[src/rtl/seletor_bcd_seq_if.sv]
// Bus for seletor_bcd_seq: Start command, operation code, operands, and the
// status/digit outputs. Master drives the command side, slave is the selector.
// Widths follow the operand/result digit parameters of the selector instance.
interface seletor_bcd_seq_if #(
  parameter int OPW  = 7,
  parameter int ODIG = 2,
  parameter int RDIG = 4
);
  logic                i_start;
  logic [2:0]          i_estado;
  logic [OPW-1:0]      i_n1;
  logic [OPW-1:0]      i_n2;
  logic                o_busy;
  logic                o_done;
  logic                o_erro;
  logic [4*ODIG-1:0]   o_n1_dig;
  logic [4*ODIG-1:0]   o_n2_dig;
  logic [4*RDIG-1:0]   o_res_dig;

  modport master (
    output i_start, i_estado, i_n1, i_n2,
    input  o_busy, o_done, o_erro, o_n1_dig, o_n2_dig, o_res_dig
  );

  modport slave (
    input  i_start, i_estado, i_n1, i_n2,
    output o_busy, o_done, o_erro, o_n1_dig, o_n2_dig, o_res_dig
  );
endinterface

[src/rtl/seletor_bcd_seq.sv]
// Sequential calculator selector: clamps operands, shows them as BCD digits,
// and on Start computes Soma/Sub/Mult/Div, converting the result to blanked,
// signed BCD digit codes (10 = minus, 11 = blank) via shift-add-3.
module seletor_bcd_seq #(
  parameter int OPW  = 7,
  parameter int ODIG = 2,
  parameter int RDIG = 4
) (
  input logic              i_clk,
  input logic              i_rst,
  seletor_bcd_seq_if.slave io_bus
);

  function automatic int pow10(input int n);
    int p;
    p = 1;
    for (int i = 0; i < n; i++) p = p * 10;
    return p;
  endfunction

  localparam int             RW     = 2 * OPW;
  localparam int             OMAX_I = pow10(ODIG) - 1;
  localparam logic [OPW-1:0] OMAX   = OMAX_I[OPW-1:0];
  localparam logic [31:0]    RLIM   = 32'(pow10(RDIG));
  localparam int             CW     = $clog2(RW + 1);
  localparam int             LW     = $clog2(RDIG + 1);

  localparam logic [2:0] E_OFF  = 3'd0;
  localparam logic [2:0] E_SOMA = 3'd1;
  localparam logic [2:0] E_SUB  = 3'd2;
  localparam logic [2:0] E_MULT = 3'd3;
  localparam logic [2:0] E_DIV  = 3'd5;

  typedef enum logic [1:0] {S_IDLE, S_CALC, S_CONV, S_DONE} state_t;

  state_t            r_state;
  logic [OPW-1:0]    r_a, r_b, r_q, r_rem;
  logic [2:0]        r_op;
  logic [CW-1:0]     r_cnt;
  logic [RW-1:0]     r_sh;
  logic [4*RDIG-1:0] r_bcd, r_res;
  logic [4*ODIG-1:0] r_n1_dig, r_n2_dig;
  logic              r_neg, r_err, r_blank, r_busy, r_done, r_erro;

  logic [OPW-1:0]    w_n1c, w_n2c;
  logic [OPW:0]      w_rem_sh, w_trial;
  logic [RW-1:0]     w_a_ext, w_b_ext, w_mag;
  logic              w_over, w_valid_op, w_sign_ovf;
  logic [4*RDIG-1:0] w_bcd_adj, w_res_fmt;
  logic [LW-1:0]     w_lead;

  // Combinational double-dabble for the operand display (operands are clamped, so they fit)
  function automatic logic [4*ODIG-1:0] to_bcd(input logic [OPW-1:0] v);
    logic [4*ODIG-1:0] d;
    d = '0;
    for (int i = OPW - 1; i >= 0; i--) begin
      for (int j = 0; j < ODIG; j++)
        if (d[4*j +: 4] >= 4'd5) d[4*j +: 4] = d[4*j +: 4] + 4'd3;
      d = {d[4*ODIG-2:0], v[i]};
    end
    return d;
  endfunction

  assign w_n1c      = (io_bus.i_n1 > OMAX) ? OMAX : io_bus.i_n1;
  assign w_n2c      = (io_bus.i_n2 > OMAX) ? OMAX : io_bus.i_n2;
  assign w_valid_op = (io_bus.i_estado == E_SOMA) || (io_bus.i_estado == E_SUB) ||
                      (io_bus.i_estado == E_MULT) || (io_bus.i_estado == E_DIV);

  // Restoring-division step: shift in the next dividend bit, try subtracting the divisor
  assign w_rem_sh = {r_rem, r_q[OPW-1]};
  assign w_trial  = w_rem_sh - {1'b0, r_b};

  // Result magnitude of the latched operation and its range check against 10^RDIG
  always_comb begin
    w_a_ext = {{OPW{1'b0}}, r_a};
    w_b_ext = {{OPW{1'b0}}, r_b};
    w_mag   = '0;
    case (r_op)
      E_SOMA:  w_mag = w_a_ext + w_b_ext;
      E_SUB:   w_mag = (r_a >= r_b) ? (w_a_ext - w_b_ext) : (w_b_ext - w_a_ext);
      E_MULT:  w_mag = w_a_ext * w_b_ext;
      default: w_mag = {{OPW{1'b0}}, r_q};
    endcase
    w_over = ({{(32-RW){1'b0}}, w_mag} >= RLIM);
  end

  // Add-3 correction applied to every BCD digit before each conversion shift
  always_comb begin
    w_bcd_adj = r_bcd;
    for (int j = 0; j < RDIG; j++)
      if (r_bcd[4*j +: 4] >= 4'd5) w_bcd_adj[4*j +: 4] = r_bcd[4*j +: 4] + 4'd3;
  end

  // Leading-zero blanking and minus-sign placement on the converted digits
  always_comb begin
    w_lead    = '0;
    w_res_fmt = '1;
    for (int i = 0; i < RDIG; i++)
      if (r_bcd[4*i +: 4] != 4'd0) w_lead = LW'(i);
    w_sign_ovf = r_neg && (w_lead == LW'(RDIG - 1));
    for (int i = 0; i < RDIG; i++) begin
      if (LW'(i) <= w_lead)                         w_res_fmt[4*i +: 4] = r_bcd[4*i +: 4];
      else if (r_neg && (LW'(i) == w_lead + 1'b1)) w_res_fmt[4*i +: 4] = 4'd10;
      else                                         w_res_fmt[4*i +: 4] = 4'd11;
    end
  end

  // Operand display: free-running, one cycle behind the inputs, blanked when Off
  always_ff @(posedge i_clk) begin
    if (i_rst || (io_bus.i_estado == E_OFF)) begin
      r_n1_dig <= {ODIG{4'd11}};
      r_n2_dig <= {ODIG{4'd11}};
    end else begin
      r_n1_dig <= to_bcd(w_n1c);
      r_n2_dig <= to_bcd(w_n2c);
    end
  end

  // Command FSM: latch, compute (iterative for Div), convert, publish result
  always_ff @(posedge i_clk) begin
    if (i_rst) begin
      r_state <= S_IDLE;
      r_a     <= '0;
      r_b     <= '0;
      r_q     <= '0;
      r_rem   <= '0;
      r_op    <= E_OFF;
      r_cnt   <= '0;
      r_sh    <= '0;
      r_bcd   <= '0;
      r_neg   <= 1'b0;
      r_err   <= 1'b0;
      r_blank <= 1'b0;
      r_busy  <= 1'b0;
      r_done  <= 1'b0;
      r_erro  <= 1'b0;
      r_res   <= {RDIG{4'd11}};
    end else begin
      r_done <= 1'b0;
      case (r_state)
        S_IDLE: begin
          if (io_bus.i_start) begin
            r_a     <= w_n1c;
            r_b     <= w_n2c;
            r_q     <= w_n1c;
            r_rem   <= '0;
            r_op    <= io_bus.i_estado;
            r_cnt   <= '0;
            r_neg   <= 1'b0;
            r_err   <= 1'b0;
            r_blank <= !w_valid_op;
            r_busy  <= 1'b1;
            r_state <= w_valid_op ? S_CALC : S_DONE;
          end
        end
        S_CALC: begin
          if ((r_op == E_DIV) && (r_cnt != CW'(OPW))) begin
            r_cnt <= r_cnt + 1'b1;
            if (!w_trial[OPW]) begin
              r_rem <= w_trial[OPW-1:0];
              r_q   <= {r_q[OPW-2:0], 1'b1};
            end else begin
              r_rem <= w_rem_sh[OPW-1:0];
              r_q   <= {r_q[OPW-2:0], 1'b0};
            end
          end else begin
            r_neg <= (r_op == E_SUB) && (r_a < r_b);
            r_sh  <= w_mag;
            r_bcd <= '0;
            r_cnt <= '0;
            if (((r_op == E_DIV) && (r_b == '0)) || w_over) begin
              r_err   <= 1'b1;
              r_state <= S_DONE;
            end else begin
              r_state <= S_CONV;
            end
          end
        end
        S_CONV: begin
          {r_bcd, r_sh} <= {w_bcd_adj, r_sh} << 1;
          r_cnt         <= r_cnt + 1'b1;
          if (r_cnt == CW'(RW - 1)) r_state <= S_DONE;
        end
        default: begin
          r_done  <= 1'b1;
          r_busy  <= 1'b0;
          r_state <= S_IDLE;
          if (r_blank) begin
            r_res  <= {RDIG{4'd11}};
            r_erro <= 1'b0;
          end else if (r_err || w_sign_ovf) begin
            r_res  <= {RDIG{4'd11}};
            r_erro <= 1'b1;
          end else begin
            r_res  <= w_res_fmt;
            r_erro <= 1'b0;
          end
        end
      endcase
    end
  end

  assign io_bus.o_busy    = r_busy;
  assign io_bus.o_done    = r_done;
  assign io_bus.o_erro    = r_erro;
  assign io_bus.o_n1_dig  = r_n1_dig;
  assign io_bus.o_n2_dig  = r_n2_dig;
  assign io_bus.o_res_dig = r_res;

endmodule
[src/flat_wrapper.sv]
// flat-port wrapper written by rule: the top's interface ports become plain ports
module seletor_bcd_seq_flat 
#(
  parameter int OPW  = 7,
  parameter int ODIG = 2,
  parameter int RDIG = 4
)
  (i_clk, i_rst, io_bus_i_start, io_bus_i_estado, io_bus_i_n1, io_bus_i_n2, io_bus_o_busy, io_bus_o_done, io_bus_o_erro, io_bus_o_n1_dig, io_bus_o_n2_dig, io_bus_o_res_dig);
  seletor_bcd_seq_if #(.OPW(OPW), .ODIG(ODIG), .RDIG(RDIG)) io_bus_i ();
  input logic i_clk;
  input logic i_rst;
  input wire logic [$bits(io_bus_i.i_start)-1:0] io_bus_i_start;
  input wire logic [$bits(io_bus_i.i_estado)-1:0] io_bus_i_estado;
  input wire logic [$bits(io_bus_i.i_n1)-1:0] io_bus_i_n1;
  input wire logic [$bits(io_bus_i.i_n2)-1:0] io_bus_i_n2;
  output wire logic [$bits(io_bus_i.o_busy)-1:0] io_bus_o_busy;
  output wire logic [$bits(io_bus_i.o_done)-1:0] io_bus_o_done;
  output wire logic [$bits(io_bus_i.o_erro)-1:0] io_bus_o_erro;
  output wire logic [$bits(io_bus_i.o_n1_dig)-1:0] io_bus_o_n1_dig;
  output wire logic [$bits(io_bus_i.o_n2_dig)-1:0] io_bus_o_n2_dig;
  output wire logic [$bits(io_bus_i.o_res_dig)-1:0] io_bus_o_res_dig;
  assign io_bus_i.i_start = io_bus_i_start;
  assign io_bus_i.i_estado = io_bus_i_estado;
  assign io_bus_i.i_n1 = io_bus_i_n1;
  assign io_bus_i.i_n2 = io_bus_i_n2;
  assign io_bus_o_busy = io_bus_i.o_busy;
  assign io_bus_o_done = io_bus_i.o_done;
  assign io_bus_o_erro = io_bus_i.o_erro;
  assign io_bus_o_n1_dig = io_bus_i.o_n1_dig;
  assign io_bus_o_n2_dig = io_bus_i.o_n2_dig;
  assign io_bus_o_res_dig = io_bus_i.o_res_dig;
  seletor_bcd_seq #(.OPW(OPW), .ODIG(ODIG), .RDIG(RDIG)) u_core (.i_clk(i_clk), .i_rst(i_rst), .io_bus(io_bus_i));
endmodule
[config.mk]
export PLATFORM = sky130hd
export DESIGN_NAME = seletor_bcd_seq_flat
export DESIGN_NICKNAME = d
export VERILOG_FILES = /design/src/rtl/seletor_bcd_seq_if.sv /design/src/rtl/seletor_bcd_seq.sv /design/src/flat_wrapper.sv
export SDC_FILE = /design/constraint.sdc
export NUM_CORES = 1
export LEC_CHECK = 0
export CORE_ASPECT_RATIO = 1.25
export CORE_MARGIN = 1
export CORE_UTILIZATION = 47
export DETAILED_ROUTE_END_ITERATION = 16
export PLACE_DENSITY = 0.73
export SLEW_MARGIN = 0
export SYNTH_ARGS = -nofsm -noshare
export SYNTH_HDL_FRONTEND = slang
export SYNTH_SLANG_ARGS = --single-unit
[constraint.sdc]
create_clock -name i_clk -period 15 [get_ports i_clk]
set_clock_uncertainty 0.2 [all_clocks]
set_input_delay 3 -clock i_clk [delete_from_list [all_inputs] [get_ports i_clk]]
set_output_delay 3 -clock i_clk [all_outputs]
set_load 0.05 [all_outputs]
==> impl_metrics.csv <==
group,metric,value,unit
clock_network,cts_buffers,9,
timing,max_freq,128.1,MHz
cells_and_area,layout.cells.most_common,"nor2_1",
placed_design,post_dp_cell_area,9128,sq um
placed_design,pre_cts_slack,6.873,ns
yosys,number_of_enable_type_register_cells_in_the_synthesized_netlist,0,
timing,min_period,7.805,ns
worst_setup_path,startpoint_type,"input port",
drt,dr_total_vias,7402,
worst_setup_path,timing.critical_path.slowest_cell_delay,0.54,ns
timing,setup_total_negative_slack,0,ns
timing,rsz0062_at_grt,"no",
clock_network,clock_sinks,105,
drt,avgViaCountPerCell,5.574,
worst_hold_path,hold_crit_path_type,"reg -> reg",
clock_network,ctsHtreeMaxLevel,3,
timing,drv_slew,0,
yosys,synthesis.area_per_instance,7.888,sq um
clock_network,post_cts.resized_instances,0,
clock_network,cts-root-to-sink-buffers,2,
yosys,yosysUniqueCellTypes,73,
yosys,fraction_of_synthesis_flops_using_an_asynchronous_set_or_reset_pin,0,
worst_setup_path,path_cells,"clkdlybuf4s50_1 > nand2_1 > nand2_1 > inv_1 > ha_1 > inv_1 > o211ai_1 > o21ai_0 > ha_1 > nand2b_1 > a21bo_2 > xnor2_1 > ha_1 > nand2b_1 > a21boi_2 > xnor2_1 > inv_1 > ha_1 > nor2b_1 > o21bai_1 > a22oi_1 > o22ai_1 > xnor2_1 > nand2_1",
clock_network,postCtsSetupRepairBufs,0,
global_route,grt_pass1_wl,33840,um
floorplan,core-area,17500,sq um
worst_setup_path,criticalPathCategory,"in -> reg",
cells_and_area,postLayoutCellArea,9440,sq um
clock_network,clk_latency,0.35,ns
timing,post-route-worst-setup-slack,7.195,ns
flow_run,drv_cap,0,
global_route,groute.usage.overall,0.2243,
yosys,mappedNetlistNets,1213,
drt,routedWlPerCell,14.79,um
floorplan,start_util,0.4823,
worst_setup_path,endpoint_kind,"flip-flop",
timing,timing.final.setup_violations,0,
worst_setup_path,critPathTopFamily,"compound AO/OA/AOI/OAI gates",
cells_and_area,count_of_antenna_diodes_in_the_layout,0,
floorplan,num_io_pins,55,
worst_setup_path,timing.critical_path.mode_cell,"ha_1",
cells_and_area,most_frequent_cells_in_the_layout,"nor2_1 (124), nand2_1 (123), dfxtp_1 (105)",
drt,route.final.wire_length,19640,um
drt,drt_iter0_drc,450,
timing,whs,0.2540,ns
cells_and_area,final-instance-count-excl-fill,1328,
yosys,synth_largest_area_cell,"dfxtp_1",
placed_design,dp.final_hpwl,14620,um
worst_setup_path,crit_fanout,8,
drt,antenna_left,0,
timing,tightestPinTransition,1.207,ns
yosys,synth.yosys.warnings,0,
clock_network,cts_tree,"built",
timing,timing.final.hold_violations,0,
placed_design,placed_cells,1312,
outcome,status,"completed",
global_route,grt_start_max_net_pins,86,
pwr,power_density,131.9,nW/um^2
clock_network,path_clk_slew,0.08,ns
cells_and_area,fillers,1616,
floorplan,die_area,18500,sq um
drt,first_pass_iters,5,
cells_and_area,num-nets-final,1242,
pwr,vdd.ir_drop.worst,0.0001446,V
floorplan,die-width,121.9,um
global_route,grt_antenna_before_repair,0,
timing,final.period_utilization,0.5203,
placed_design,port_buffers,54,
clock_network,cts-root-buf,"clkbuf_16",
worst_setup_path,required_time_at_the_endpoint_of_the_critical_path,15.00,ns
yosys,syn-cell-area,8441,sq um
cells_and_area,syn2layout_area_growth,11.84,%
yosys,seq_area_frac_synth,0.2490,
worst_setup_path,cell_with_the_biggest_individual_delay_on_the_critical_path,"clkdlybuf4s50_1",
yosys,dominantRegCellSynth,"dfxtp_1",
cells_and_area,proportion_of_layout_cells_with_a_drive_suffix_above_1,0.04348,
pwr,total_leakage_power,4.025,nW
worst_setup_path,worstPathArrival,7.80,ns
timing,slew-limit-headroom,0.1921,
worst_setup_path,critPathBufInv,4,
yosys,syn_inst,1070,
placed_design,gp_congestion,0.9335,
floorplan,die_h,151.8,um
yosys,synth_top_area_share,0.2490,
yosys,ffs_latches_synth,105,
drt,post-route-drc-count,0,
global_route,vias_in_the_first_global_route,7236,
floorplan,std_cell_rows,54,
global_route,grt_overflow_total,0,
clock_network,postCtsHoldBufs,0,
yosys,area_contributors_post_synth,"dfxtp_1 (25%), ha_1 (14%), fa_1 (6.6%)",
-- sequential cells by signal, summed over array words and instances, names as in the netlist --
signal / flops
u_core.r_a: 7
u_core.r_q: 7
u_core.io_bus.o_n2_dig: 8
u_core.io_bus.o_res_dig: 16
u_core.r_rem: 7
u_core.r_cnt: 4
u_core.io_bus.o_erro: 1
u_core.r_blank: 1
u_core.r_err: 1
u_core.r_sh: 14
u_core.io_bus.o_n1_dig: 8
u_core.r_state: 2
u_core.io_bus.o_done: 1
u_core.io_bus.o_busy: 1
u_core.r_op: 3
u_core.r_bcd: 16
u_core.r_b: 7
u_core.r_neg: 1
-- worst register-to-register path: cells and delay by family (launching register included) --
kind	cells	cell delay, ns
buf+inv	5	0.59
flops	1	0.45
compound gates	4	0.79
simple gates	5	0.85
xor+xnor	1	0.20
fa+ha+maj	5	2.40
-- metal layers --
metal  vias up  wire length [um]  global-route usage
li1       3722                 -                   -
met1      3453              8645              0.2807
met2       186              9535              0.3826
met3        41               880             0.02703
met4         0               574             0.09583
met5         -                 0                   0
-- through the flow --
step | util | power (W)
2_1_floorplan | - | 0.0008430
3_3_place_gp | 0.5216 | 0.0009880
3_5_place_dp | 0.5216 | 0.0009952
4_1_cts | 0.5395 | 0.001246
5_1_grt | 0.5395 | 0.001334
6_report | 0.5395 | 0.001245
-- synth_stat cells (3+ instances only) --
| library cell | number |
|---|---|
| a211o_1 | 3 |
| a211oi_1 | 17 |
| a21boi_0 | 3 |
| a21o_1 | 13 |
| a21oi_1 | 93 |
| a22oi_1 | 4 |
| a31oi_1 | 9 |
| and2_1 | 3 |
| and3_1 | 4 |
| buf_1 | 4 |
| buf_2 | 7 |
| clkbuf_1 | 29 |
| dfxtp_1 | 105 |
| fa_1 | 28 |
| ha_1 | 95 |
| inv_1 | 84 |
| mux2i_1 | 25 |
| nand2_1 | 123 |
| nand2b_1 | 36 |
| nand3_1 | 24 |
| nand3b_1 | 7 |
| nand4_1 | 5 |
| nor2_1 | 124 |
| nor2b_1 | 19 |
| nor3_1 | 17 |
| nor3b_1 | 4 |
| nor4_1 | 4 |
| o211ai_1 | 7 |
| o21a_1 | 4 |
| o21ai_0 | 55 |
| o21ai_1 | 6 |
| o21ai_2 | 3 |
| o21bai_1 | 5 |
| o22ai_1 | 12 |
| o311ai_0 | 3 |
| or2_2 | 3 |
| or3_1 | 5 |
| or3b_1 | 3 |
| xnor2_1 | 26 |
| xor2_1 | 8 |
-- worst paths after layout --
kind / startpoint / to / slack (ns) / cells past startpoint
setup / recovery: io_bus_i_n2[6] / u_core.io_bus.o_n2_dig[1]$_SDFF_PP1_ / 7.19 / 24
hold / removal: u_core.r_sh[11]$_SDFFE_PP0P_ / u_core.r_sh[11]$_SDFFE_PP0P_ / 0.25 / 2
setup reg to reg: u_core.r_b[1]$_SDFFE_PP0P_ / u_core.r_err$_SDFFE_PP0P_ / 9.40 / 20
hold reg to reg: u_core.r_sh[11]$_SDFFE_PP0P_ / u_core.r_sh[11]$_SDFFE_PP0P_ / 0.25 / 2
-- power by group --
part	total, W	internal [W]	switching [W]
combinational	0.000632	0.000239	0.000393
sequential	0.000364	0.000320	0.0000437
clock	0.000249	0.000134	0.000115
total	0.00124	0.000692	0.000552
-- cell type report --
| cell class | instances | area [sq um] | share of cell area |
|---|---|---|---|
| Sequential cell | 105 | 2102 | 0.2227 |
| Timing Repair Buffer | 59 | 573.1 | 0.06070 |
| Multi-Input combinational cell | 839 | 5853 | 0.6200 |
| Inverter | 85 | 319.1 | 0.03380 |
| Clock buffer | 10 | 229.0 | 0.02425 |
| Clock inverter | 6 | 83.83 | 0.008880 |
| Tap cell | 224 | 280.3 | 0.02969 |
-- logic make-up (layout without fill, tap and decap cells) --
group                      after synthesis  count (layout)  synth area share
muxes                                   28              28           0.03661
and+or+nand+nor                        389             389            0.2139
buffers and inverters                  126             160           0.05751
AOI/OAI and AO/OA                      264             264            0.1985
adders and majority gates              123             123            0.2072
xor gates and xnor gates                35              35           0.03721
DFF                                    105             105            0.2490
Power figures use the tool's default switching activity.
